**config.mk**
```make
export PLATFORM = sky130hd
export DESIGN_NAME = pipe1_flat
export DESIGN_NICKNAME = d
export VERILOG_FILES = /design/src/rtl/pipe1_pkg.sv /design/src/rtl/pipe1_if.sv /design/src/rtl/pipe1_inst_buf.sv /design/src/rtl/pipe1.sv /design/src/flat_wrapper.sv
export SDC_FILE = /design/constraint.sdc
export NUM_CORES = 1
export LEC_CHECK = 0
export BUFFER_PORTS_ARGS = -buffer_cell sky130_fd_sc_hd__clkbuf_2
export CAP_MARGIN = 40
export CORE_ASPECT_RATIO = 0.7
export CORE_MARGIN = 3
export CORE_UTILIZATION = 45
export DETAILED_ROUTE_END_ITERATION = 12
export PLACE_DENSITY = 0.81
export SYNTH_ARGS = -nofsm -noshare
export SYNTH_HDL_FRONTEND = slang
export SYNTH_HIERARCHICAL = 1
export SYNTH_SLANG_ARGS = --single-unit
```
**constraint.sdc**
```tcl
create_clock -name clock -period 1.76 [get_ports clock]
set_input_delay 0.264 -clock clock [delete_from_list [all_inputs] [get_ports clock]]
set_output_delay 0.264 -clock clock [all_outputs]
set_load 0.005 [all_outputs]
```
**src/rtl/pipe1_pkg.sv**
```systemverilog
// pipe1 shared definitions: state encodings, ex bit index, output bundle.
// Optional fetch AdEL detection is enabled with FETCH_ADEL_CHECK_EN.
package pipe1_pkg;

  localparam logic [1:0] ST_EMPTY = 2'd0;
  localparam logic [1:0] ST_FRESH = 2'd1;
  localparam logic [1:0] ST_HELD  = 2'd2;

  localparam int EX_ADEL_IF = 0;

  typedef struct packed {
    logic [31:0] pc;
    logic [31:0] inst;
    logic [5:0]  ex;
  } if_id_t;

  function automatic logic adel_chk(logic [1:0] lo);
    return lo != 2'b00;
  endfunction

endpackage

```
**src/rtl/pipe1_if.sv**
```systemverilog
// pipe1 handshake bundle: pipe0 fetch PC, inst RAM data, pipe2 output.
// master = upstream/downstream environment, slave = pipe1.
interface pipe1_if;
  logic        pipe0_valid;
  logic [31:0] pipe0_nextpc;
  logic [31:0] inst_ram_dout;
  logic        out_ready;
  logic        flush;
  logic        allowin;
  logic        valid_out;
  logic [31:0] pc_out;
  logic [31:0] inst_out;
  logic [5:0]  ex_out;

  modport master (
    output pipe0_valid,
    output pipe0_nextpc,
    output inst_ram_dout,
    output out_ready,
    output flush,
    input  allowin,
    input  valid_out,
    input  pc_out,
    input  inst_out,
    input  ex_out
  );

  modport slave (
    input  pipe0_valid,
    input  pipe0_nextpc,
    input  inst_ram_dout,
    input  out_ready,
    input  flush,
    output allowin,
    output valid_out,
    output pc_out,
    output inst_out,
    output ex_out
  );
endinterface

```
**src/rtl/pipe1_inst_buf.sv**
```systemverilog
// pipe1 skid buffer: holds a stalled inst RAM word and muxes the
// instruction source by state (FRESH -> RAM, HELD -> buffer, EMPTY -> 0).
module pipe1_inst_buf
  import pipe1_pkg::*;
(
  input  logic        clock,
  input  logic        reset,
  input  logic [1:0]  state,
  input  logic        capture,
  input  logic [31:0] dout,
  output logic [31:0] inst
);

  logic [31:0] buf_q;

  always_ff @(posedge clock) begin
    if (reset) begin
      buf_q <= 32'h0;
    end else if (capture) begin
      buf_q <= dout;
    end
  end

  always_comb begin
    inst = 32'h0;
    unique case (1'b1)
      (state == ST_FRESH): inst = dout;
      (state == ST_HELD):  inst = buf_q;
      default:             inst = 32'h0;
    endcase
  end

endmodule

```
**src/rtl/pipe1.sv**
```systemverilog
// pipe1 fetch stage: registers the fetch PC, absorbs pipe2 stalls.
// Define FETCH_ADEL_CHECK_EN to flag misaligned fetch PCs (AdEL).
module pipe1
  import pipe1_pkg::*;
(
  input  logic   clock,
  input  logic   reset,
  pipe1_if.slave bus
);

  logic [1:0]  state;
  logic [1:0]  state_nx;
  logic [31:0] pc_q;
  logic [31:0] buf_inst;
  logic        allowin;
  logic        accept;
  logic        capture;
  logic        valid;
  if_id_t      ifo;

  assign allowin = bus.flush || (state == ST_EMPTY) || bus.out_ready;
  assign accept  = bus.pipe0_valid && allowin;
  assign valid   = (state != ST_EMPTY) && !bus.flush;
  assign capture = (state == ST_FRESH) && !bus.out_ready && !bus.flush;

  always_comb begin
    state_nx = ST_EMPTY;
    if (bus.flush) begin
      state_nx = accept ? ST_FRESH : ST_EMPTY;
    end else begin
      unique case (1'b1)
        (state == ST_EMPTY):
          state_nx = accept ? ST_FRESH : ST_EMPTY;
        (state == ST_FRESH),
        (state == ST_HELD):
          if (bus.out_ready)
            state_nx = accept ? ST_FRESH : ST_EMPTY;
          else
            state_nx = ST_HELD;
        default:
          state_nx = ST_EMPTY;
      endcase
    end
  end

  always_ff @(posedge clock) begin
    if (reset) begin
      state <= ST_EMPTY;
      pc_q  <= 32'h0;
    end else begin
      state <= state_nx;
      if (accept) pc_q <= bus.pipe0_nextpc;
    end
  end

  pipe1_inst_buf u_buf (
    .clock   (clock),
    .reset   (reset),
    .state   (state),
    .capture (capture),
    .dout    (bus.inst_ram_dout),
    .inst    (buf_inst)
  );

`ifdef FETCH_ADEL_CHECK_EN
  logic       ex_q;
  logic [5:0] ex_v;

  always_ff @(posedge clock) begin
    if (reset) begin
      ex_q <= 1'b0;
    end else if (accept) begin
      ex_q <= adel_chk(bus.pipe0_nextpc[1:0]);
    end
  end

  always_comb begin
    ex_v = 6'b0;
    ex_v[EX_ADEL_IF] = ex_q && valid;
  end

  // A faulting fetch never presents a real instruction word.
  assign ifo = '{pc: pc_q, inst: ex_q ? 32'h0 : buf_inst, ex: ex_v};
`else
  assign ifo = '{pc: pc_q, inst: buf_inst, ex: 6'b0};
`endif

  assign bus.allowin   = allowin;
  assign bus.valid_out = valid;
  assign bus.pc_out    = ifo.pc;
  assign bus.inst_out  = ifo.inst;
  assign bus.ex_out    = ifo.ex;

endmodule

```
**src/flat_wrapper.sv**
```systemverilog
// flat-port wrapper written by rule: the top's interface ports become plain ports
module pipe1_flat import pipe1_pkg::*;
  (clock, reset, bus_pipe0_valid, bus_pipe0_nextpc, bus_inst_ram_dout, bus_out_ready, bus_flush, bus_allowin, bus_valid_out, bus_pc_out, bus_inst_out, bus_ex_out);
  pipe1_if bus_i ();
  input  logic clock;
  input  logic reset;
  input wire logic [$bits(bus_i.pipe0_valid)-1:0] bus_pipe0_valid;
  input wire logic [$bits(bus_i.pipe0_nextpc)-1:0] bus_pipe0_nextpc;
  input wire logic [$bits(bus_i.inst_ram_dout)-1:0] bus_inst_ram_dout;
  input wire logic [$bits(bus_i.out_ready)-1:0] bus_out_ready;
  input wire logic [$bits(bus_i.flush)-1:0] bus_flush;
  output wire logic [$bits(bus_i.allowin)-1:0] bus_allowin;
  output wire logic [$bits(bus_i.valid_out)-1:0] bus_valid_out;
  output wire logic [$bits(bus_i.pc_out)-1:0] bus_pc_out;
  output wire logic [$bits(bus_i.inst_out)-1:0] bus_inst_out;
  output wire logic [$bits(bus_i.ex_out)-1:0] bus_ex_out;
  assign bus_i.pipe0_valid = bus_pipe0_valid;
  assign bus_i.pipe0_nextpc = bus_pipe0_nextpc;
  assign bus_i.inst_ram_dout = bus_inst_ram_dout;
  assign bus_i.out_ready = bus_out_ready;
  assign bus_i.flush = bus_flush;
  assign bus_allowin = bus_i.allowin;
  assign bus_valid_out = bus_i.valid_out;
  assign bus_pc_out = bus_i.pc_out;
  assign bus_inst_out = bus_i.inst_out;
  assign bus_ex_out = bus_i.ex_out;
  pipe1 u_core (.clock(clock), .reset(reset), .bus(bus_i));
endmodule
```
==> metrics.cfg <==
[placement]
routabilityCongestion=0.7407
placed_area_um2=3880
io_buffers=134
dp_slack_ns=0.1816
dp_hpwl_um=5002

[drt]
drt-initial-drc-count=128
drc=0
vias=2786
viasPerCell=4.914
dr.pass1.iters=7
ant_nets=0
wl_per_cell_um=13.84
wl_um=7845

[die]
die-area_um2=8313
ioPinCount=141
core-area_um2=6882
die_w_um=107.7
num_rows=25
initial_core_util=0.4735
fp.dieH_um=77.19

[clock_tree]
clock_latency_ns=0.33
cts_max_level=3
clkSinkCount=66
cts_buffer_depth=2
clkTransAtPathRegs_ns=0.07
root_buffer=clkbuf_8
cts_tree=built
cts_buffers=9

[synthesis]
synth_cell_type_count=19
netlist_area_um2=3258
synth.area.top_cells=dfxtp_1 (41%), mux2i_1 (20%), nand2b_1 (12%)
synth_top_area_frac=0.4055
synth_edf_count=0
netlist_top_cells_count=dfxtp_1 (66), nor2_1 (65), mux2i_1 (64), nand2b_1 (64), a22oi_1 (32)
seq_area_frac_synth=0.4055
synthCells=341
ys.flop_type=dfxtp_1
ys_seq_elements=66
synth_warnings=6
yosysTopAreaCell=dfxtp_1
syn_area_per_cell_um2=9.555
yosysMostFrequentCell=dfxtp_1
synthArstFlopShare=0

[power_and_ir_drop]
leakage_nw=1.890
ir_worst_vdd_uv=537.4
power_density_nw_per_um2=760.6

[global_routing]
first_global_vias=2768
grt_pass1_wl_um=13010
overflow=0
grt.total_usage=0.1924
antenna_found_initial=0
grt_max_degree=99

[run]
cap_violations=0

[critical_path]
endpoint_kind=output port
worst_ep_arrival_time_ns=1.49
critPathLaunchType=register
required_ns=1.50
cp_max_fo=16
crit_type=reg -> out

[final_layout]
nNetsFinal=542
drive_gt1_frac=0.4101
num_antenna_cells=0
design_area_um2=4353
fillers=592
area_growth_pct=33.60

[sta]
drv_slew=0
finalHoldViolCount=0
whs_ns=0.1699
skew_ns=0.009896
max_freq_mhz=569.7
rsz0062_at_grt=true
setup_viol=0
min_period_ns=1.755
fin_crit_sh=0.9973
fin_ws_ns=0.004822

[worst_hold_path]
min_path_type=in -> reg

[outcome]
outcome=complete, no violations

-- cell type report --
| type | count | area [um^2] | share of cell area |
|---|---|---|---|
| Multi-Input combinational cell | 242 | 1831 | 0.4205 |
| Clock buffer | 11 | 131.4 | 0.03018 |
| Sequential cell | 66 | 1329 | 0.3053 |
| Tap cell | 94 | 117.6 | 0.02702 |
| Timing Repair Buffer | 144 | 868.3 | 0.1995 |
| Clock inverter | 5 | 55.05 | 0.01265 |
| Inverter | 5 | 21.27 | 0.004886 |
-- state kept, by name, indices dropped and copies added (netlist names) --
signal              count
u_core/state            2
u_core/bus.pc_out      32
u_core/u_buf/buf_q     32
-- power by group --
part           internal [mW]  switching (mW)
clock network          0.650           0.556
logic                  0.261           0.247
registers               1.56          0.0389
total                   2.47           0.841
-- layout by cell type (no fill, tap or decap), types with 3 or more instances in the layout --
master / Yosys / routed
clkbuf_2: 0 / 130
nor2_1: 65 / 65
nand2b_1: 64 / 64
mux2i_1: 64 / 64
dfxtp_1: 66 / 64
a22oi_2: 0 / 24
clkbuf_8: 0 / 9
a22oi_1: 32 / 8
conb_1: 1 / 6
buf_12: 6 / 6
buf_2: 3 / 4
ha_4: 0 / 3
-- critical path: stages, from the launching register on --
cell and delay, ns:
dfxtp_4 0.37, buf_12 0.13, ha_4 0.18, buf_12 0.16, a22oi_1 0.15, nor2_1 0.06, clkbuf_2 0.11
-- repair_timing --
item	in CTS	in global routing
cloned	2	0
resized for setup	45	8
endpoints found under the setup margin	33	33
setup buffers	2	0
pin swaps	3	5
hold buffers	0	0
-- metal layers --
metal	share of wire	global-route usage	vias to the layer above
met5	0	0	-
met4	0.0069	0.04161	0
met3	0.061	0.06308	4
met2	0.49	0.3269	89
met1	0.44	0.2372	1304
li1	-	-	1389
-- worst paths after layout --
path	from	endpoint	slack, ns	cells past startpoint
max	u_core/state[0]	bus_inst_out[21]	0.005	6
min	bus_pipe0_nextpc[20]	u_core/bus.pc_out[20]	0.17	3
max reg2reg	u_core/state[0]	u_core/u_buf/buf_q[4]	0.20	6
min reg2reg	u_core/bus.pc_out[6]	u_core/bus.pc_out[6]	0.47	2
-- kinds of logic after synthesis --
group,Yosys count,synth area share
buffers and inverters,38,0.08986
other,1,0.001151
DFF,66,0.4055
and+or+nand+nor,132,0.2051
adders and majority gates,5,0.01920
muxes,64,0.1966
AOI/OAI and AO/OA,35,0.08257
-- per-stage QoR --
stage	util	setup TNS [ns]	std cells	total power [mW]
floorplan	-	0	346	1.905
global placement	0.5638	0	547	2.058
detailed placement	0.5638	0	547	2.073
CTS	0.6298	-0.02229	567	3.351
global route	0.6325	-1.713	567	3.491
finish	0.6325	0	567	3.311
No activity file was read; power rests on OpenSTA's default activity.
